<file path="src/rtl/vga_sync_decoder_if.sv">
// ---------------------------------------------------------------------------------------------
// vga_sync_decoder_if
//   Bundles the VGA timing inputs and the recovered pixel/geometry/status outputs of the sync
//   decoder.
//   master : drives hsync_in/vsync_in/de_in (the video source), observes decoder outputs.
//   slave  : the decoder; consumes the sync inputs, drives everything else.
// Signals
//   hsync_in, vsync_in, de_in    active-high horizontal sync, vertical sync, display enable
//   pix_valid, hpos, vpos        current active pixel and its recovered x/y
//   line_len, frame_lines        clocks per line, lines per frame (last published frame)
//   active_w, active_h           DE-high clocks per line, DE lines per frame
//   locked, timing_err           lock status, one-cycle lock-loss pulse
// ---------------------------------------------------------------------------------------------
interface vga_sync_decoder_if #(
   parameter int unsigned CNT_W = 12
);
   logic             hsync_in;
   logic             vsync_in;
   logic             de_in;
   logic             pix_valid;
   logic [CNT_W-1:0] hpos;
   logic [CNT_W-1:0] vpos;
   logic [CNT_W-1:0] line_len;
   logic [CNT_W-1:0] frame_lines;
   logic [CNT_W-1:0] active_w;
   logic [CNT_W-1:0] active_h;
   logic             locked;
   logic             timing_err;

   modport master (
      output hsync_in,
      output vsync_in,
      output de_in,
      input  pix_valid,
      input  hpos,
      input  vpos,
      input  line_len,
      input  frame_lines,
      input  active_w,
      input  active_h,
      input  locked,
      input  timing_err
   );

   modport slave (
      input  hsync_in,
      input  vsync_in,
      input  de_in,
      output pix_valid,
      output hpos,
      output vpos,
      output line_len,
      output frame_lines,
      output active_w,
      output active_h,
      output locked,
      output timing_err
   );
endinterface

</file>
<file path="src/rtl/vga_sync_decoder.sv">
// ---------------------------------------------------------------------------------------------
// vga_sync_decoder
//   Receive side of the VGA timing link. Measures line/frame geometry from active-high
//   hsync/vsync/DE, recovers hpos/vpos for every active pixel and reports lock / lock-loss.
// Ports
//   clk     pixel clock, one pixel per cycle
//   reset   asynchronous, active-high reset
//   bus     vga_sync_decoder_if.slave: sync inputs in; pixel position, geometry, status out
// Timing
//   Inputs are registered once (s1) with a delayed copy (s2) for edge detection; per-pixel
//   outputs are registered from s1, so pix_valid/hpos/vpos lag de_in by two clocks.
// ---------------------------------------------------------------------------------------------
module vga_sync_decoder #(
   parameter int unsigned CNT_W       = 12,
   parameter int unsigned LOCK_FRAMES = 2,
   parameter int unsigned TIMEOUT     = 4000
) (
   input  logic              clk,
   input  logic              reset,
   vga_sync_decoder_if.slave bus
);

   localparam logic [CNT_W-1:0] CntMax     = '1;
   localparam logic [CNT_W-1:0] TimeoutM1  = CNT_W'(TIMEOUT - 1);
   localparam logic [3:0]       LockTarget = 4'(LOCK_FRAMES);

   typedef enum logic [1:0] {StSearch, StVerify, StLocked} state_e;

   function automatic logic [CNT_W-1:0] sat_inc(input logic [CNT_W-1:0] v);
      return (v == CntMax) ? v : v + CNT_W'(1);
   endfunction

   // Sync pipeline, bit order {hsync, vsync, de}
   logic [2:0]       s1_q, s1_d, s2_q, s2_d;
   state_e           state_q, state_d;
   logic [3:0]       match_q, match_d;

   // Running counters
   logic [CNT_W-1:0] h_cnt_q, h_cnt_d;
   logic [CNT_W-1:0] x_cnt_q, x_cnt_d;
   logic [CNT_W-1:0] rows_q, rows_d;
   logic [CNT_W-1:0] ln_cnt_q, ln_cnt_d;

   // Per-frame reference values and consistency tracking
   logic [CNT_W-1:0] frame_len_q, frame_len_d;
   logic [CNT_W-1:0] w_meas_q, w_meas_d;
   logic             first_h_q, first_h_d;
   logic             first_w_q, first_w_d;
   logic             line_ok_q, line_ok_d;

   // Published geometry
   logic [CNT_W-1:0] line_len_q, line_len_d;
   logic [CNT_W-1:0] frame_lines_q, frame_lines_d;
   logic [CNT_W-1:0] active_w_q, active_w_d;
   logic [CNT_W-1:0] active_h_q, active_h_d;

   // Per-pixel outputs and status
   logic             pix_valid_q, pix_valid_d;
   logic [CNT_W-1:0] hpos_q, hpos_d;
   logic [CNT_W-1:0] vpos_q, vpos_d;
   logic             timing_err_q, timing_err_d;

   // Decoded events
   logic             h_rise, v_rise, de_rise, de_fall;
   logic [CNT_W-1:0] period;
   logic [CNT_W-1:0] x_cur;
   logic             h_mismatch, w_mismatch;
   logic [CNT_W-1:0] frame_len_eff, w_eff, ln_eff, rows_eff;
   logic             line_ok_eff, same_set;
   logic             timeout_hit;
   logic             lock_h_err, lock_w_err, lock_f_err;
   logic [3:0]       match_inc, match_vrf;

   assign h_rise  = s1_q[2] & ~s2_q[2];
   assign v_rise  = s1_q[1] & ~s2_q[1];
   assign de_rise = s1_q[0] & ~s2_q[0];
   assign de_fall = ~s1_q[0] & s2_q[0];

   // h_cnt is cleared on the rise, so the full period ending here is one more than its value
   assign period = sat_inc(h_cnt_q);
   assign x_cur  = de_rise ? '0 : x_cnt_q;

   assign h_mismatch = h_rise & ~first_h_q & (period != frame_len_q);
   assign w_mismatch = de_fall & ~first_w_q & (x_cnt_q != w_meas_q);

   // End-of-frame view that folds in any hsync/DE event landing on the vsync rise cycle, so such
   // an event belongs to the frame that is ending.
   assign frame_len_eff = (h_rise & first_h_q) ? period : frame_len_q;
   assign w_eff         = (de_fall & first_w_q) ? x_cnt_q : w_meas_q;
   assign ln_eff        = h_rise ? sat_inc(ln_cnt_q) : ln_cnt_q;
   assign rows_eff      = de_fall ? sat_inc(rows_q) : rows_q;
   assign line_ok_eff   = line_ok_q & ~h_mismatch & ~w_mismatch;
   assign same_set      = (frame_len_eff == line_len_q) && (ln_eff == frame_lines_q) &&
                          (w_eff == active_w_q) && (rows_eff == active_h_q);

   // Fires on the cycle h_cnt steps onto TIMEOUT; a saturated counter never fires again
   assign timeout_hit = ~h_rise & (h_cnt_q == TimeoutM1);

   assign lock_h_err = h_rise & (period != line_len_q);
   assign lock_w_err = de_fall & (x_cnt_q != active_w_q);
   assign lock_f_err = v_rise & (~line_ok_eff | ~same_set);

   assign match_inc = (match_q == 4'hF) ? match_q : match_q + 4'd1;
   assign match_vrf = !line_ok_eff ? 4'd0 : (same_set ? match_inc : 4'd1);

   always_comb begin
      s1_d          = {bus.hsync_in, bus.vsync_in, bus.de_in};
      s2_d          = s1_q;
      state_d       = state_q;
      match_d       = match_q;
      h_cnt_d       = h_rise ? '0 : sat_inc(h_cnt_q);
      x_cnt_d       = x_cnt_q;
      rows_d        = rows_q;
      ln_cnt_d      = ln_cnt_q;
      frame_len_d   = frame_len_q;
      w_meas_d      = w_meas_q;
      first_h_d     = first_h_q;
      first_w_d     = first_w_q;
      line_ok_d     = line_ok_eff;
      line_len_d    = line_len_q;
      frame_lines_d = frame_lines_q;
      active_w_d    = active_w_q;
      active_h_d    = active_h_q;
      pix_valid_d   = s1_q[0];
      hpos_d        = x_cur;
      vpos_d        = rows_q;
      timing_err_d  = 1'b0;

      if (s1_q[0]) begin
         x_cnt_d = sat_inc(x_cur);
      end

      if (h_rise) begin
         ln_cnt_d = sat_inc(ln_cnt_q);
         if (first_h_q) begin
            frame_len_d = period;
            first_h_d   = 1'b0;
         end
      end

      if (de_fall) begin
         rows_d = sat_inc(rows_q);
         if (first_w_q) begin
            w_meas_d  = x_cnt_q;
            first_w_d = 1'b0;
         end
      end

      if (v_rise) begin
         ln_cnt_d  = '0;
         rows_d    = '0;
         line_ok_d = 1'b1;
         first_h_d = 1'b1;
         first_w_d = 1'b1;
         // A frame that began in SEARCH is partial and never published
         if (state_q != StSearch) begin
            line_len_d    = frame_len_eff;
            frame_lines_d = ln_eff;
            active_w_d    = w_eff;
            active_h_d    = rows_eff;
         end
      end

      unique case (state_q)
         StSearch: begin
            if (v_rise) begin
               state_d = StVerify;
               match_d = '0;
            end
         end
         StVerify: begin
            if (v_rise) begin
               match_d = match_vrf;
               if (match_vrf == LockTarget) begin
                  state_d = StLocked;
               end
            end
         end
         StLocked: begin
            if (lock_h_err | lock_w_err | lock_f_err) begin
               state_d      = StVerify;
               match_d      = '0;
               timing_err_d = 1'b1;
            end
         end
         default: begin
            state_d = StSearch;
            match_d = '0;
         end
      endcase

      // Loss of hsync overrides everything; only report it when leaving a non-SEARCH state
      if (timeout_hit) begin
         state_d      = StSearch;
         match_d      = '0;
         timing_err_d = (state_q != StSearch);
      end
   end

   always_ff @(posedge clk or posedge reset) begin
      if (reset) begin
         s1_q          <= '0;
         s2_q          <= '0;
         state_q       <= StSearch;
         match_q       <= '0;
         h_cnt_q       <= '0;
         x_cnt_q       <= '0;
         rows_q        <= '0;
         ln_cnt_q      <= '0;
         frame_len_q   <= '0;
         w_meas_q      <= '0;
         first_h_q     <= 1'b1;
         first_w_q     <= 1'b1;
         line_ok_q     <= 1'b1;
         line_len_q    <= '0;
         frame_lines_q <= '0;
         active_w_q    <= '0;
         active_h_q    <= '0;
         pix_valid_q   <= 1'b0;
         hpos_q        <= '0;
         vpos_q        <= '0;
         timing_err_q  <= 1'b0;
      end else begin
         s1_q          <= s1_d;
         s2_q          <= s2_d;
         state_q       <= state_d;
         match_q       <= match_d;
         h_cnt_q       <= h_cnt_d;
         x_cnt_q       <= x_cnt_d;
         rows_q        <= rows_d;
         ln_cnt_q      <= ln_cnt_d;
         frame_len_q   <= frame_len_d;
         w_meas_q      <= w_meas_d;
         first_h_q     <= first_h_d;
         first_w_q     <= first_w_d;
         line_ok_q     <= line_ok_d;
         line_len_q    <= line_len_d;
         frame_lines_q <= frame_lines_d;
         active_w_q    <= active_w_d;
         active_h_q    <= active_h_d;
         pix_valid_q   <= pix_valid_d;
         hpos_q        <= hpos_d;
         vpos_q        <= vpos_d;
         timing_err_q  <= timing_err_d;
      end
   end

   assign bus.pix_valid   = pix_valid_q;
   assign bus.hpos        = hpos_q;
   assign bus.vpos        = vpos_q;
   assign bus.line_len    = line_len_q;
   assign bus.frame_lines = frame_lines_q;
   assign bus.active_w    = active_w_q;
   assign bus.active_h    = active_h_q;
   assign bus.locked      = (state_q == StLocked);
   assign bus.timing_err  = timing_err_q;

endmodule

</file>
<file path="src/flat_wrapper.sv">
// flat-port wrapper written by rule: the top's interface ports become plain ports
module vga_sync_decoder_flat 
#(
   parameter int unsigned CNT_W       = 12,
   parameter int unsigned LOCK_FRAMES = 2,
   parameter int unsigned TIMEOUT     = 4000
)
  (clk, reset, bus_hsync_in, bus_vsync_in, bus_de_in, bus_pix_valid, bus_hpos, bus_vpos, bus_line_len, bus_frame_lines, bus_active_w, bus_active_h, bus_locked, bus_timing_err);
  vga_sync_decoder_if #(.CNT_W(CNT_W)) bus_i ();
  input  logic clk;
  input  logic reset;
  input wire logic [$bits(bus_i.hsync_in)-1:0] bus_hsync_in;
  input wire logic [$bits(bus_i.vsync_in)-1:0] bus_vsync_in;
  input wire logic [$bits(bus_i.de_in)-1:0] bus_de_in;
  output wire logic [$bits(bus_i.pix_valid)-1:0] bus_pix_valid;
  output wire logic [$bits(bus_i.hpos)-1:0] bus_hpos;
  output wire logic [$bits(bus_i.vpos)-1:0] bus_vpos;
  output wire logic [$bits(bus_i.line_len)-1:0] bus_line_len;
  output wire logic [$bits(bus_i.frame_lines)-1:0] bus_frame_lines;
  output wire logic [$bits(bus_i.active_w)-1:0] bus_active_w;
  output wire logic [$bits(bus_i.active_h)-1:0] bus_active_h;
  output wire logic [$bits(bus_i.locked)-1:0] bus_locked;
  output wire logic [$bits(bus_i.timing_err)-1:0] bus_timing_err;
  assign bus_i.hsync_in = bus_hsync_in;
  assign bus_i.vsync_in = bus_vsync_in;
  assign bus_i.de_in = bus_de_in;
  assign bus_pix_valid = bus_i.pix_valid;
  assign bus_hpos = bus_i.hpos;
  assign bus_vpos = bus_i.vpos;
  assign bus_line_len = bus_i.line_len;
  assign bus_frame_lines = bus_i.frame_lines;
  assign bus_active_w = bus_i.active_w;
  assign bus_active_h = bus_i.active_h;
  assign bus_locked = bus_i.locked;
  assign bus_timing_err = bus_i.timing_err;
  vga_sync_decoder #(.CNT_W(CNT_W), .LOCK_FRAMES(LOCK_FRAMES), .TIMEOUT(TIMEOUT)) u_core (.clk(clk), .reset(reset), .bus(bus_i));
endmodule
</file>
<file path="config.mk">
export PLATFORM = sky130hd
export DESIGN_NAME = vga_sync_decoder_flat
export DESIGN_NICKNAME = d
export VERILOG_FILES = /design/src/rtl/vga_sync_decoder_if.sv /design/src/rtl/vga_sync_decoder.sv /design/src/flat_wrapper.sv
export SDC_FILE = /design/constraint.sdc
export NUM_CORES = 1
export LEC_CHECK = 0
export BUFFER_PORTS_ARGS = -buffer_cell sky130_fd_sc_hd__buf_2
export CORE_ASPECT_RATIO = 0.75
export CORE_MARGIN = 2
export CORE_UTILIZATION = 43
export DETAILED_ROUTE_END_ITERATION = 8
export PLACE_DENSITY = 0.67
export SYNTH_ARGS = -nofsm -noshare
export SYNTH_HDL_FRONTEND = slang
export SYNTH_SLANG_ARGS = --single-unit
</file>
<file path="constraint.sdc">
create_clock -name clk -period 5 [get_ports clk]
set_input_delay 0.75 -clock clk [delete_from_list [all_inputs] [get_ports clk]]
set_output_delay 0.75 -clock clk [all_outputs]
set_load 0.005 [all_outputs]
</file>
==> flow_summary.html, run 1 <==
<table>
<tr><th>Metric</th><th>Value</th></tr>
<tr><th colspan="2">Floorplan</th></tr>
<tr><td>IO Count</td><td>80</td></tr>
<tr><td>Placement Rows</td><td>46</td></tr>
<tr><td>X dimension of the die</td><td>174 um</td></tr>
<tr><td>Die Height</td><td>131 um</td></tr>
<tr><td>Placeable core region</td><td>21,200 um^2</td></tr>
<tr><td>Die area</td><td>22,800 um^2</td></tr>
<tr><td>Initial Utilization</td><td>43.9%</td></tr>
<tr><th colspan="2">Clocking</th></tr>
<tr><td>CTS Root Cell</td><td>sky130_fd_sc_hd__clkbuf_16</td></tr>
<tr><td>Total CTS buffers</td><td>17</td></tr>
<tr><td>Reg clk slew, reported paths</td><td>70 ps</td></tr>
<tr><td>Clk Latency, worst-skew pair</td><td>440 ps</td></tr>
<tr><td>Post-cts hold buffer count</td><td>0</td></tr>
<tr><td>Sinks on the clock net</td><td>160</td></tr>
<tr><td>Post-CTS Repair Setup Buffers</td><td>0</td></tr>
<tr><td>TritonCTS clock tree</td><td>built</td></tr>
<tr><td>PostCTS Resize Cnt</td><td>0</td></tr>
<tr><td>Longest Clk Path Bufs</td><td>2</td></tr>
<tr><td>H-Tree Depth</td><td>4</td></tr>
<tr><th colspan="2">Place</th></tr>
<tr><td>Post-Place Cells</td><td>1,337</td></tr>
<tr><td>Final HPWL DP</td><td>20,100 um</td></tr>
<tr><td>Routability Congestion</td><td>0.991</td></tr>
<tr><td>Port Buffer Count</td><td>79</td></tr>
<tr><th colspan="2">Route</th></tr>
<tr><td>Ratio of routed vias to standard cells</td><td>5.89</td></tr>
<tr><td>Wirelength per Cell</td><td>20.2 um</td></tr>
<tr><td>Drt first-iter violations</td><td>958</td></tr>
<tr><td>Antenna Nets Post-Route</td><td>0</td></tr>
<tr><td>Wire length after detailed routing</td><td>27,700 um</td></tr>
<tr><td>DRC violations left</td><td>0</td></tr>
<tr><td>Routed via count</td><td>8,059</td></tr>
<tr><td>Number of search-and-repair iterations in the first detailed-routing pass</td><td>5</td></tr>
<tr><th colspan="2">STA</th></tr>
<tr><td>Max-Slew Margin vs Limit</td><td>28.9%</td></tr>
<tr><td>Final Setup Violations</td><td>0</td></tr>
<tr><td>Final Hold Fails</td><td>0</td></tr>
<tr><td>Hold_ws</td><td>413 ps</td></tr>
<tr><td>Final clock period utilization by the worst path</td><td>82.0%</td></tr>
<tr><td>Setup skew after layout</td><td>9.63 ps</td></tr>
<tr><td>Maximum operating frequency</td><td>244 MHz</td></tr>
<tr><td>Worst Max-Slew Pin Slew</td><td>1070 ps</td></tr>
<tr><td>Max Slew Vio Count</td><td>0</td></tr>
<tr><td>RSZ-0062 raised after global routing</td><td>no</td></tr>
<tr><td>Post-route setup TNS</td><td>0 ps</td></tr>
<tr><td>Final critical-path required period</td><td>4100 ps</td></tr>
<tr><th colspan="2">Global routing</th></tr>
<tr><td>Gr usage total</td><td>24.9%</td></tr>
<tr><td>Grt total ovfl</td><td>0</td></tr>
<tr><td>First-pass GRT wire length</td><td>44,400 um</td></tr>
<tr><td>Number of global-route vias before repair</td><td>7,572</td></tr>
<tr><td>Maximum number of pins on one net before global-route repair</td><td>161</td></tr>
<tr><td>Antenna violations before repair</td><td>0</td></tr>
<tr><th colspan="2">Synthesis</th></tr>
<tr><td>Yosys warning total</td><td>0</td></tr>
<tr><td>Number of register bits inferred by synthesis</td><td>160</td></tr>
<tr><td>Share of the yosys chip area belonging to registers</td><td>43.1%</td></tr>
<tr><td>Leading post-synthesis cells by instance count</td><td>sky130_fd_sc_hd__dfrtp_1 (157), sky130_fd_sc_hd__nand2_1 (123), sky130_fd_sc_hd__nor2_1 (82), sky130_fd_sc_hd__o21ai_0 (71), sky130_fd_sc_hd__xnor2_1 (55)</td></tr>
<tr><td>Dominant cells by area after synthesis</td><td>sky130_fd_sc_hd__dfrtp_1 (42%), sky130_fd_sc_hd__xnor2_1 (5.2%), sky130_fd_sc_hd__nand2_1 (5.0%)</td></tr>
<tr><td>Most used standard cell by instance count after synthesis</td><td>sky130_fd_sc_hd__dfrtp_1</td></tr>
<tr><td>Proportion of synthesized flip-flops having asynchronous set or reset</td><td>100%</td></tr>
<tr><td>Most area-hungry cell type in the Yosys netlist</td><td>sky130_fd_sc_hd__dfrtp_1</td></tr>
<tr><td>Post-synth top area share</td><td>42.3%</td></tr>
<tr><td>Cell count after synthesis</td><td>1,020</td></tr>
<tr><td>Mean area per synthesized cell</td><td>9.11 um^2</td></tr>
<tr><td>Number of nets produced by synthesis</td><td>1,030</td></tr>
<tr><td>Synth unique cells</td><td>90</td></tr>
<tr><td>Primary FF master, synth</td><td>sky130_fd_sc_hd__dfrtp_1</td></tr>
<tr><td>Syn Std Cell Area</td><td>9290 um^2</td></tr>
<tr><td>Count of flip-flops with a built-in enable after synthesis</td><td>0</td></tr>
<tr><th colspan="2">Hold path</th></tr>
<tr><td>Hold Path Origin</td><td>bus_hsync_in</td></tr>
<tr><td>Hold Crit Class</td><td>in -&gt; reg</td></tr>
<tr><th colspan="2">Layout</th></tr>
<tr><td>Sequential cell area</td><td>4010 um^2</td></tr>
<tr><td>Final non-filler cell total</td><td>1,369</td></tr>
<tr><td>Core occupancy in the finished layout</td><td>49.3%</td></tr>
<tr><td>FILL cells</td><td>2,027</td></tr>
<tr><td>Fraction of final layout cells sized beyond drive strength 1</td><td>16.1%</td></tr>
<tr><td>Area Growth Syn to Fin</td><td>12.4%</td></tr>
<tr><td>Area occupied by multi-input gates</td><td>4820 um^2</td></tr>
<tr><td>Final layout net count</td><td>1,078</td></tr>
<tr><td>Number of antenna diodes</td><td>0</td></tr>
<tr><th colspan="2">Power</th></tr>
<tr><td>Total power divided by cell area</td><td>401 nW/um^2</td></tr>
<tr><td>Max IR drop VDD</td><td>0.264 mV</td></tr>
<tr><td>Leakage</td><td>4.70 nW</td></tr>
<tr><th colspan="2">Worst setup path</th></tr>
<tr><td>Startpoint Class</td><td>flop</td></tr>
<tr><td>Sort of element at the end of the critical path</td><td>flop</td></tr>
<tr><td>CP Max Fanout</td><td>18</td></tr>
<tr><td>Category of the critical setup timing path</td><td>reg -&gt; reg</td></tr>
<tr><td>Data required time of the critical path</td><td>5310 ps</td></tr>
<tr><td>Source of the critical timing path</td><td>u_core.h_cnt_q[0]</td></tr>
<tr><td>Source of the worst register-to-register timing path</td><td>u_core.h_cnt_q[0]</td></tr>
<tr><td>Data arrival time of the critical path</td><td>4410 ps</td></tr>
<tr><th colspan="2">Run</th></tr>
<tr><td>Max Cap Viol</td><td>0</td></tr>
<tr><th colspan="2">Run status</th></tr>
<tr><td>Run status</td><td>complete, no violations</td></tr>
</table>
## through the flow
stage,total power (W),worst slack [ps],instance area (um^2)
6_report,0.00419,901,10400
3_5_place_dp,0.00284,921,9830
2_1_floorplan,0.00247,2010,9290
5_1_grt,0.00440,502,10400
3_3_place_gp,0.00283,1020,9830
4_1_cts,0.00419,920,10400
## cells by family (layout without fill, tap and decap cells)
family | count (synthesis) | in the layout | share of synthesized area (%)
AOI/OAI and AO/OA | 227 | 227 | 16.9
xor gates and xnor gates | 91 | 91 | 8.58
adders and majority gates | 5 | 5 | 0.674
buffers and inverters | 103 | 164 | 5.08
DFF | 160 | 160 | 43.1
muxes | 28 | 28 | 3.21
and+or+nand+nor | 406 | 406 | 22.4
## flip-flops by register name (all words and copies together) (netlist names), 4 cells and up
register and count:
u_core.bus.active_h 12, u_core.bus.active_w 12, u_core.bus.frame_lines 12, u_core.bus.hpos 12, u_core.bus.line_len 12, u_core.bus.vpos 12, u_core.frame_len_q 12, u_core.h_cnt_q 12
u_core.ln_cnt_q 12, u_core.match_q 4, u_core.rows_q 12, u_core.w_meas_q 12, u_core.x_cnt_q 12
## path summary, 6_finish.rpt
path                                              end  slack [ps]  cells after the start
max in group asynchronous          u_core.ln_cnt_q[9]        3670                      3
worst min register to register         u_core.s2_q[1]         420                      0
worst max-delay path                u_core.match_q[0]         900                     12
min in group asynchronous       u_core.frame_len_q[9]         430                      3
worst max register to register      u_core.match_q[0]         900                     12
worst min-delay path                   u_core.s1_q[2]         410                      1
## where the power goes
group          internal [W]  total, W  switching (W)
combinational      0.000481   0.00109       0.000610
sequential          0.00145   0.00175       0.000301
clock              0.000682   0.00135       0.000668
total               0.00261   0.00419        0.00158
## layout make-up
| class | count | area share, % |
|---|---|---|
| timing repair buffer | 87 | 4.48 |
| clock inverter | 15 | 1.73 |
| clock buffer | 17 | 4.08 |
| tap | 288 | 3.45 |
| sequential | 160 | 38.4 |
| multi-input combinational | 757 | 46.2 |
| inverter | 45 | 1.65 |
## worst max-delay path: stages, from the launching register on
cell and delay [ps]:
sky130_fd_sc_hd__dfrtp_1 530, sky130_fd_sc_hd__ha_1 600, sky130_fd_sc_hd__nand4_1 230, sky130_fd_sc_hd__nor3_2 220
sky130_fd_sc_hd__buf_4 200, sky130_fd_sc_hd__mux2i_1 490, sky130_fd_sc_hd__xnor2_1 120, sky130_fd_sc_hd__o31a_1 330
sky130_fd_sc_hd__nor4_1 340, sky130_fd_sc_hd__nand4_1 250, sky130_fd_sc_hd__nor3_4 360, sky130_fd_sc_hd__a221oi_1 150
sky130_fd_sc_hd__a2bb2oi_1 150
## placed cells by master (no fill, tap or decap), drive strengths merged, types with 6 or more instances in the layout
cell,count
nor2,82
nor3,35
o31ai,9
nand2b,13
o2111ai,6
and4,7
or3,7
o221ai,7
nand2,124
a2bb2oi,6
mux2i,14
buf,87
nand3,37
xnor2,55
inv,54
nand4,23
dfrtp,157
o21ai,73
clkbuf,17
a211oi,15
a21oi,34
nand3b,9
and3,6
mux2,14
and2,18
nor4,11
or4,7
xor2,36
a31oi,13
nor2b,8
a2111oi,9
## layer usage
layer,wire length [um],GRT usage [%],vias to the layer above
met5,0,0,-
met4,473,6.91,0
met3,1980,4.92,41
met2,11700,35.0,335
met1,13500,38.6,3936
li1,-,-,3747
Power figures use the tool's default switching activity.
==> inputs of run 2 (changes only) <==
--- a/config.mk
+++ b/config.mk
@@ -10,7 +10,7 @@
 export CORE_MARGIN = 2
 export CORE_UTILIZATION = 43
 export DETAILED_ROUTE_END_ITERATION = 8
-export PLACE_DENSITY = 0.67
+export PLACE_DENSITY = 0.65
 export SYNTH_ARGS = -nofsm -noshare
 export SYNTH_HDL_FRONTEND = slang
 export SYNTH_SLANG_ARGS = --single-unit
==> constraint.sdc (replaced) <==
create_clock -name clk -period 4.1 [get_ports clk]
set_input_delay 0.615 -clock clk [delete_from_list [all_inputs] [get_ports clk]]
set_output_delay 0.615 -clock clk [all_outputs]
set_load 0.005 [all_outputs]
==> run 2 against run 1 <==
- critical path depth fell by 1
- register-to-register slack got worse by 620 ps
- sequential share of layout area fell by 0.80 points
- global-route usage barely moved
- core utilization rose by 1.1 points
- sequential cell count did not move
- total power rose by 24%
- largest cell class unchanged
==> flow_summary.html, run 2 (same netlist as run 1, synthesis figures left out) <==
<table>
<tr><th>Metric</th><th>Value</th></tr>
<tr><th colspan="2">Run status</th></tr>
<tr><td>Run status</td><td>complete, no violations (unchanged)</td></tr>
<tr><th colspan="2">Power</th></tr>
<tr><td>Total power divided by cell area</td><td>489 nW/um^2 (was 401 nW/um^2)</td></tr>
<tr><td>Leakage</td><td>4.85 nW (was 4.70 nW)</td></tr>
<tr><td>Max IR drop VDD</td><td>0.335 mV (was 0.264 mV)</td></tr>
<tr><th colspan="2">Layout</th></tr>
<tr><td>Final layout net count</td><td>1,105 (was 1,078)</td></tr>
<tr><td>Number of antenna diodes</td><td>0 (unchanged)</td></tr>
<tr><td>Final instance area</td><td>10,700 um^2 (was 10,400 um^2)</td></tr>
<tr><td>Fraction of final layout cells sized beyond drive strength 1</td><td>18.1% (was 16.1%)</td></tr>
<tr><td>Most common cell after layout, fill and taps aside</td><td>sky130_fd_sc_hd__dfrtp_1 (unchanged)</td></tr>
<tr><td>Area Growth Syn to Fin</td><td>14.8% (was 12.4%)</td></tr>
<tr><td>Highest-count cells in the layout ignoring fill and taps</td><td>sky130_fd_sc_hd__dfrtp_1 (157), sky130_fd_sc_hd__nand2_1 (123), sky130_fd_sc_hd__nor2_1 (82) (unchanged)</td></tr>
<tr><td>FILL cells</td><td>2,030 (was 2,027)</td></tr>
<tr><th colspan="2">STA</th></tr>
<tr><td>Max-Slew Margin vs Limit</td><td>53.7% (was 28.9%)</td></tr>
<tr><td>Worst Max-Slew Pin Slew</td><td>688 ps (was 1070 ps)</td></tr>
<tr><td>Final Setup Violations</td><td>0 (unchanged)</td></tr>
<tr><td>Hold_ws</td><td>78.0 ps (was 413 ps)</td></tr>
<tr><td>Final clock period utilization by the worst path</td><td>93.2% (was 82.0%)</td></tr>
<tr><td>Maximum operating frequency</td><td>262 MHz (was 244 MHz)</td></tr>
<tr><td>Crit path setup slack, layout</td><td>278 ps (was 901 ps)</td></tr>
<tr><td>Final Hold Fails</td><td>0 (unchanged)</td></tr>
<tr><td>Max Slew Vio Count</td><td>0 (unchanged)</td></tr>
<tr><td>Setup skew after layout</td><td>16.9 ps (was 9.63 ps)</td></tr>
<tr><td>Final critical-path required period</td><td>3820 ps (was 4100 ps)</td></tr>
<tr><td>Post-route setup TNS</td><td>0 ps (unchanged)</td></tr>
<tr><td>RSZ-0062 raised after global routing</td><td>no (unchanged)</td></tr>
<tr><th colspan="2">Run</th></tr>
<tr><td>Max Cap Viol</td><td>0 (unchanged)</td></tr>
<tr><th colspan="2">Global routing</th></tr>
<tr><td>Grt total ovfl</td><td>0 (unchanged)</td></tr>
<tr><td>Maximum number of pins on one net before global-route repair</td><td>109 (was 161)</td></tr>
<tr><td>Number of global-route vias before repair</td><td>7,509 (was 7,572)</td></tr>
<tr><td>Antenna violations before repair</td><td>0 (unchanged)</td></tr>
<tr><td>First-pass GRT wire length</td><td>44,300 um (was 44,400 um)</td></tr>
<tr><td>Gr usage total</td><td>24.9% (about the same)</td></tr>
<tr><th colspan="2">Clocking</th></tr>
<tr><td>Reg clk slew, reported paths</td><td>70 ps (about the same)</td></tr>
<tr><td>PostCTS Resize Cnt</td><td>0 (unchanged)</td></tr>
<tr><td>Post-cts hold buffer count</td><td>0 (unchanged)</td></tr>
<tr><td>Sinks on the clock net</td><td>160 (unchanged)</td></tr>
<tr><td>CTS Root Cell</td><td>sky130_fd_sc_hd__clkbuf_16 (unchanged)</td></tr>
<tr><td>TritonCTS clock tree</td><td>built (unchanged)</td></tr>
<tr><td>Longest Clk Path Bufs</td><td>2 (unchanged)</td></tr>
<tr><td>H-Tree Depth</td><td>4 (unchanged)</td></tr>
<tr><td>Total CTS buffers</td><td>17 (unchanged)</td></tr>
<tr><td>Clk Latency, worst-skew pair</td><td>440 ps (about the same)</td></tr>
<tr><td>Post-CTS Repair Setup Buffers</td><td>0 (unchanged)</td></tr>
<tr><th colspan="2">Place</th></tr>
<tr><td>Setup WS pre-CTS</td><td>424 ps (was 921 ps)</td></tr>
<tr><td>Placed inst area</td><td>10,000 um^2 (was 9830 um^2)</td></tr>
<tr><td>Final HPWL DP</td><td>20,800 um (was 20,100 um)</td></tr>
<tr><td>Port Buffer Count</td><td>79 (unchanged)</td></tr>
<tr><td>Routability Congestion</td><td>0.974 (was 0.991)</td></tr>
<tr><th colspan="2">Worst setup path</th></tr>
<tr><td>Startpoint Class</td><td>flop (unchanged)</td></tr>
<tr><td>Data required time of the critical path</td><td>4400 ps (was 5310 ps)</td></tr>
<tr><td>CP Max Fanout</td><td>8 (was 18)</td></tr>
<tr><td>R2R Path End</td><td>u_core.match_q[0] (unchanged)</td></tr>
<tr><td>Source of the worst register-to-register timing path</td><td>u_core.rows_q[1] (was u_core.h_cnt_q[0])</td></tr>
<tr><td>Register-to-Register Setup Slack</td><td>280 ps (was 900 ps)</td></tr>
<tr><td>Category of the critical setup timing path</td><td>reg -&gt; reg (unchanged)</td></tr>
<tr><td>Cell count of the worst reg-to-reg path</td><td>11 (was 12)</td></tr>
<tr><td>Data arrival time of the critical path</td><td>4120 ps (was 4410 ps)</td></tr>
<tr><td>Sort of element at the end of the critical path</td><td>flop (unchanged)</td></tr>
<tr><th colspan="2">Hold path</th></tr>
<tr><td>Hold Crit Class</td><td>in -&gt; async (was in -&gt; reg)</td></tr>
<tr><th colspan="2">Floorplan</th></tr>
<tr><td>Placeable core region</td><td>21,200 um^2 (unchanged)</td></tr>
<tr><td>X dimension of the die</td><td>174 um (unchanged)</td></tr>
<tr><td>Placement Rows</td><td>46 (unchanged)</td></tr>
<tr><td>Die area</td><td>22,800 um^2 (unchanged)</td></tr>
<tr><td>IO Count</td><td>80 (unchanged)</td></tr>
<tr><td>Die Height</td><td>131 um (unchanged)</td></tr>
<tr><td>Initial Utilization</td><td>43.9% (unchanged)</td></tr>
<tr><th colspan="2">Route</th></tr>
<tr><td>Routed via count</td><td>8,192 (was 8,059)</td></tr>
<tr><td>Number of search-and-repair iterations in the first detailed-routing pass</td><td>7 (was 5)</td></tr>
<tr><td>Drt first-iter violations</td><td>879 (was 958)</td></tr>
<tr><td>Antenna Nets Post-Route</td><td>0 (unchanged)</td></tr>
<tr><td>Wirelength per Cell</td><td>20.2 um (about the same)</td></tr>
<tr><td>Ratio of routed vias to standard cells</td><td>5.87 (was 5.89)</td></tr>
<tr><td>Wire length after detailed routing</td><td>28,300 um (was 27,700 um)</td></tr>
<tr><td>DRC violations left</td><td>0 (unchanged)</td></tr>
</table>
## run 2: cell count changes in the layout (fill, tap and decap cells not counted), sizes merged
cell    change
inv         -4
bufinv      +3
clkbuf      +1
buf        +27
## run 2: per-layer routing
metal | wire length, um | vias to the layer above | global-route usage, %
met1 | 13700 | 3974 | 39.1
met4 | 389 | 0 | 5.51
met3 | 2520 | 35 | 6.28
li1 | - | 3794 | -
met5 | 0 | - | 0
met2 | 11700 | 389 | 34.1
## run 2: per-stage QoR
step | total power (W) | std cells | util (%)
4_1_cts | 0.00522 | 1396 | 50.3
3_3_place_gp | 0.00350 | 1364 | 47.4
6_report | 0.00521 | 1396 | 50.3
2_1_floorplan | 0.00301 | 1020 | -
5_1_grt | 0.00548 | 1396 | 50.3
3_5_place_dp | 0.00350 | 1364 | 47.4
## run 2: worst max path at each step
stage	cells past startpoint	slack (ps)	end	startpoint
after detailed placement	11	420	u_core.match_q[0]	u_core.rows_q[1]
after global placement	12	470	u_core.match_q[0]	u_core.h_cnt_q[1]
after floorplan	12	1110	u_core.match_q[0]	u_core.h_cnt_q[1]
after global routing	11	50	u_core.match_q[2]	u_core.rows_q[1]
final	11	280	u_core.match_q[0]	u_core.rows_q[1]
after CTS	11	420	u_core.match_q[0]	u_core.rows_q[1]
## run 2: report_power, final
| part | total [W] | switching [W] | internal (W) |
|---|---|---|---|
| registers | 0.00210 | 0.000332 | 0.00177 |
| logic | 0.00140 | 0.000774 | 0.000622 |
| clock network | 0.00171 | 0.000731 | 0.000983 |
## run 2: area by class of cell
| cell class | count | area [um^2] | share of cell area [%] |
|---|---|---|---|
| Clock buffer | 18 | 429 | 4.03 |
| Clock inverter | 14 | 196 | 1.84 |
| Inverter | 45 | 173 | 1.62 |
| Multi-Input combinational cell | 757 | 4820 | 45.2 |
| Sequential cell | 160 | 4010 | 37.6 |
| Tap cell | 288 | 360 | 3.38 |
| Timing Repair Buffer | 114 | 671 | 6.29 |
## run 2: critical path, cell delays in order (launching register included)
cell and delay, ps:
sky130_fd_sc_hd__dfrtp_1 470, sky130_fd_sc_hd__ha_1 330, sky130_fd_sc_hd__nand4_1 270, sky130_fd_sc_hd__nor3_1 530
sky130_fd_sc_hd__inv_1 140, sky130_fd_sc_hd__o311ai_0 330, sky130_fd_sc_hd__o211ai_1 160, sky130_fd_sc_hd__a2111oi_0 490
sky130_fd_sc_hd__nand4_1 280, sky130_fd_sc_hd__nor3_4 370, sky130_fd_sc_hd__a221oi_1 160, sky130_fd_sc_hd__a2bb2oi_1 150
==> inputs of run 3 (changes only) <==
--- a/config.mk
+++ b/config.mk
@@ -11,6 +11,7 @@
 export CORE_UTILIZATION = 43
 export DETAILED_ROUTE_END_ITERATION = 8
 export PLACE_DENSITY = 0.65
+export SETUP_SLACK_MARGIN = 0.2
 export SYNTH_ARGS = -nofsm -noshare
 export SYNTH_HDL_FRONTEND = slang
 export SYNTH_SLANG_ARGS = --single-unit
==> constraint.sdc (replaced) <==
create_clock -name clk -period 4.1 [get_ports clk]
set_input_delay 1.025 -clock clk [delete_from_list [all_inputs] [get_ports clk]]
set_output_delay 1.025 -clock clk [all_outputs]
set_load 0.005 [all_outputs]
==> run 3 against run 2 <==
- cell count about the same
- critical path depth unchanged
- sequential power about the same
- final area about the same
- combinational power about the same
- clock skew decreased by 3.4 ps
- sequential cell count unchanged
- register-to-register slack improved by 90 ps
- hold slack improved by 330 ps
- maximum frequency increased by 2.4%
- critical endpoint unchanged
==> flow_summary.html, run 3 (same netlist as run 1, synthesis figures left out) <==
<table>
<tr><th>Metric</th><th>Value</th></tr>
<tr><th colspan="2">Route</th></tr>
<tr><td>Antenna Nets Post-Route</td><td>0 (unchanged)</td></tr>
<tr><td>Wire length after detailed routing</td><td>28,500 um (was 28,300 um)</td></tr>
<tr><td>Number of search-and-repair iterations in the first detailed-routing pass</td><td>6 (was 7)</td></tr>
<tr><td>Routed via count</td><td>8,189 (was 8,192)</td></tr>
<tr><td>Wirelength per Cell</td><td>20.4 um (was 20.2 um)</td></tr>
<tr><td>DRC violations left</td><td>0 (unchanged)</td></tr>
<tr><td>Drt first-iter violations</td><td>817 (was 879)</td></tr>
<tr><td>Ratio of routed vias to standard cells</td><td>5.87 (about the same)</td></tr>
<tr><th colspan="2">Worst setup path</th></tr>
<tr><td>Stage delay of the slowest cell on the critical path</td><td>450 ps (was 530 ps)</td></tr>
<tr><td>Startpoint Class</td><td>flop (unchanged)</td></tr>
<tr><td>Data required time of the critical path</td><td>4420 ps (was 4400 ps)</td></tr>
<tr><td>Category of the critical setup timing path</td><td>reg -&gt; reg (unchanged)</td></tr>
<tr><td>Cell class contributing the biggest share of worst-path delay</td><td>simple AND/OR/NAND/NOR gates (unchanged)</td></tr>
<tr><td>Critical-path cell list</td><td>ha_1 &gt; nand4_1 &gt; nor3_2 &gt; mux2i_1 &gt; xnor2_1 &gt; o31a_1 &gt; nor4_1 &gt; nand4_1 &gt; nor3_4 &gt; a221oi_1 &gt; a2bb2oi_1 (was ha_1 &gt; nand4_1 &gt; nor3_1 &gt; inv_1 &gt; o311ai_0 &gt; o211ai_1 &gt; a2111oi_0 &gt; nand4_1 &gt; nor3_4 &gt; a221oi_1 &gt; a2bb2oi_1)</td></tr>
<tr><td>Data arrival time of the critical path</td><td>4050 ps (was 4120 ps)</td></tr>
<tr><td>Source of the worst register-to-register timing path</td><td>u_core.h_cnt_q[1] (was u_core.rows_q[1])</td></tr>
<tr><td>Most common cell on crit path</td><td>sky130_fd_sc_hd__nand4_1 (unchanged)</td></tr>
<tr><td>Total buffers and inverters traversed by the critical path</td><td>0 (was 1)</td></tr>
<tr><td>Register-to-Register Setup Slack</td><td>370 ps (was 280 ps)</td></tr>
<tr><td>Critical-path top delay cell</td><td>sky130_fd_sc_hd__dfrtp_1 (was sky130_fd_sc_hd__nor3_1)</td></tr>
<tr><td>Cell count of the worst reg-to-reg path</td><td>11 (unchanged)</td></tr>
<tr><td>R2R Path End</td><td>u_core.match_q[0] (unchanged)</td></tr>
<tr><td>CP Max Fanout</td><td>8 (unchanged)</td></tr>
<tr><td>Sort of element at the end of the critical path</td><td>flop (unchanged)</td></tr>
<tr><th colspan="2">Floorplan</th></tr>
<tr><td>Placement Rows</td><td>46 (unchanged)</td></tr>
<tr><td>IO Count</td><td>80 (unchanged)</td></tr>
<tr><td>Placeable core region</td><td>21,200 um^2 (unchanged)</td></tr>
<tr><td>X dimension of the die</td><td>174 um (unchanged)</td></tr>
<tr><td>Die Height</td><td>131 um (unchanged)</td></tr>
<tr><td>Die area</td><td>22,800 um^2 (unchanged)</td></tr>
<tr><td>Initial Utilization</td><td>43.9% (unchanged)</td></tr>
<tr><th colspan="2">Global routing</th></tr>
<tr><td>Gr usage total</td><td>25.4% (was 24.9%)</td></tr>
<tr><td>Grt total ovfl</td><td>0 (unchanged)</td></tr>
<tr><td>Antenna violations before repair</td><td>1 (was 0)</td></tr>
<tr><td>First-pass GRT wire length</td><td>45,300 um (was 44,300 um)</td></tr>
<tr><td>Number of global-route vias before repair</td><td>7,808 (was 7,509)</td></tr>
<tr><td>Maximum number of pins on one net before global-route repair</td><td>161 (was 109)</td></tr>
<tr><th colspan="2">STA</th></tr>
<tr><td>RSZ-0062 raised after global routing</td><td>no (unchanged)</td></tr>
<tr><td>Max-Slew Margin vs Limit</td><td>43.6% (was 53.7%)</td></tr>
<tr><td>Maximum operating frequency</td><td>268 MHz (was 262 MHz)</td></tr>
<tr><td>Final Setup Violations</td><td>0 (unchanged)</td></tr>
<tr><td>Worst Max-Slew Pin Slew</td><td>846 ps (was 688 ps)</td></tr>
<tr><td>Final Hold Fails</td><td>0 (unchanged)</td></tr>
<tr><td>Max Slew Vio Count</td><td>0 (unchanged)</td></tr>
<tr><td>Crit path setup slack, layout</td><td>369 ps (was 278 ps)</td></tr>
<tr><td>Setup skew after layout</td><td>13.5 ps (was 16.9 ps)</td></tr>
<tr><td>Final critical-path required period</td><td>3730 ps (was 3820 ps)</td></tr>
<tr><td>Final clock period utilization by the worst path</td><td>91.0% (was 93.2%)</td></tr>
<tr><td>Post-route setup TNS</td><td>0 ps (unchanged)</td></tr>
<tr><th colspan="2">Place</th></tr>
<tr><td>Setup WS pre-CTS</td><td>320 ps (was 424 ps)</td></tr>
<tr><td>Final HPWL DP</td><td>20,900 um (was 20,800 um)</td></tr>
<tr><td>Port Buffer Count</td><td>79 (unchanged)</td></tr>
<tr><td>Routability Congestion</td><td>1.04 (was 0.974)</td></tr>
<tr><th colspan="2">Hold path</th></tr>
<tr><td>Hold Crit Class</td><td>reg -&gt; reg (was in -&gt; async)</td></tr>
<tr><td>Hold Path Origin</td><td>u_core.s1_q[1]</td></tr>
<tr><td>Hold EP</td><td>u_core.s2_q[1]</td></tr>
<tr><td>Number of cells on the worst hold path</td><td>0</td></tr>
<tr><th colspan="2">Clocking</th></tr>
<tr><td>CTS Root Cell</td><td>sky130_fd_sc_hd__clkbuf_16 (unchanged)</td></tr>
<tr><td>PostCTS Resize Cnt</td><td>0 (unchanged)</td></tr>
<tr><td>Clk Latency, worst-skew pair</td><td>440 ps (about the same)</td></tr>
<tr><td>Total CTS buffers</td><td>17 (unchanged)</td></tr>
<tr><td>Post-cts hold buffer count</td><td>0 (unchanged)</td></tr>
<tr><td>H-Tree Depth</td><td>4 (unchanged)</td></tr>
<tr><td>Sinks on the clock net</td><td>160 (unchanged)</td></tr>
<tr><td>Post-CTS Repair Setup Buffers</td><td>0 (unchanged)</td></tr>
<tr><td>Reg clk slew, reported paths</td><td>70 ps (about the same)</td></tr>
<tr><td>TritonCTS clock tree</td><td>built (unchanged)</td></tr>
<tr><td>Longest Clk Path Bufs</td><td>2 (unchanged)</td></tr>
<tr><th colspan="2">Run status</th></tr>
<tr><td>Run status</td><td>complete, no violations (unchanged)</td></tr>
<tr><th colspan="2">Layout</th></tr>
<tr><td>Number of antenna diodes</td><td>0 (unchanged)</td></tr>
<tr><td>Final layout net count</td><td>1,104 (was 1,105)</td></tr>
<tr><td>Highest-count cells in the layout ignoring fill and taps</td><td>sky130_fd_sc_hd__dfrtp_1 (157), sky130_fd_sc_hd__nand2_1 (123), sky130_fd_sc_hd__nor2_1 (82) (unchanged)</td></tr>
<tr><td>Sequential cell area</td><td>4010 um^2 (unchanged)</td></tr>
<tr><td>Most common cell after layout, fill and taps aside</td><td>sky130_fd_sc_hd__dfrtp_1 (unchanged)</td></tr>
<tr><td>Area Growth Syn to Fin</td><td>14.7% (was 14.8%)</td></tr>
<tr><td>FILL cells</td><td>2,069 (was 2,030)</td></tr>
<tr><td>Fraction of final layout cells sized beyond drive strength 1</td><td>18.3% (was 18.1%)</td></tr>
<tr><td>Area occupied by multi-input gates</td><td>4840 um^2 (was 4820 um^2)</td></tr>
<tr><th colspan="2">Power</th></tr>
<tr><td>Max IR drop VDD</td><td>0.328 mV (was 0.335 mV)</td></tr>
<tr><td>Sequential share of power</td><td>41.0% (was 40.3%)</td></tr>
<tr><td>Leakage</td><td>4.83 nW (was 4.85 nW)</td></tr>
<tr><td>Fraction of power spent switching nets</td><td>36.2% (was 35.3%)</td></tr>
<tr><td>Clock network power share</td><td>31.6% (was 32.9%)</td></tr>
<tr><td>Total power divided by cell area</td><td>483 nW/um^2 (was 489 nW/um^2)</td></tr>
<tr><td>Gate power share</td><td>27.4% (was 26.8%)</td></tr>
<tr><td>Total internal power</td><td>0.00328 W (was 0.00337 W)</td></tr>
<tr><td>Net Switching</td><td>0.00187 W (was 0.00184 W)</td></tr>
<tr><th colspan="2">Run</th></tr>
<tr><td>Max Cap Viol</td><td>0 (unchanged)</td></tr>
</table>
[run 3: power by group through the flow]
stage / logic (W) / clock network, W / registers, W
2_1_floorplan: 0.00103 / 0 / 0.00198
3_3_place_gp: 0.00138 / 0 / 0.00213
3_5_place_dp: 0.00138 / 0 / 0.00212
4_1_cts: 0.00140 / 0.00166 / 0.00210
5_1_grt: 0.00154 / 0.00172 / 0.00213
6_report: 0.00141 / 0.00163 / 0.00211
[run 3: metrics by stage]
step	hold WS, ps	instance area, um^2	power [W]	std cells	util, %
finish	403	10700	0.00515	1395	50.3
global route	422	10700	0.00540	1395	50.3
CTS	406	10600	0.00515	1395	50.2
detailed placement	382	10000	0.00351	1363	47.3
global placement	385	10000	0.00351	1363	47.3
floorplan	349	9290	0.00301	1020	-
[run 3: worst max-delay path by stage]
stage / start / end / slack, ps / cells after the start
final: u_core.h_cnt_q[1] / u_core.match_q[0] / 370 / 11
after detailed placement: u_core.rows_q[1] / u_core.match_q[0] / 320 / 11
after global placement: u_core.rows_q[1] / u_core.match_q[0] / 270 / 11
after global routing: u_core.h_cnt_q[1] / u_core.match_q[0] / 240 / 12
after CTS: u_core.rows_q[1] / u_core.match_q[0] / 320 / 11
after floorplan: reset / u_core.bus.active_h[0] / 1050 / 1
[run 3: final cells by class]
type                    count  share of cell area [%]
inverters                  45                    1.62
multi-input cells         757                    45.4
clock buffers              19                    4.25
well taps                 288                    3.38
flip-flops and latches    160                    37.6
clock inverters            13                    1.46
repair buffers            113                    6.23
[run 3: layer usage]
layer | global-route usage, % | up-vias | routed length, um
li1 | - | 3804 | -
met1 | 39.4 | 3988 | 14000
met2 | 34.8 | 361 | 11700
met3 | 6.42 | 36 | 2340
met4 | 6.49 | 0 | 439
met5 | 0 | - | 0
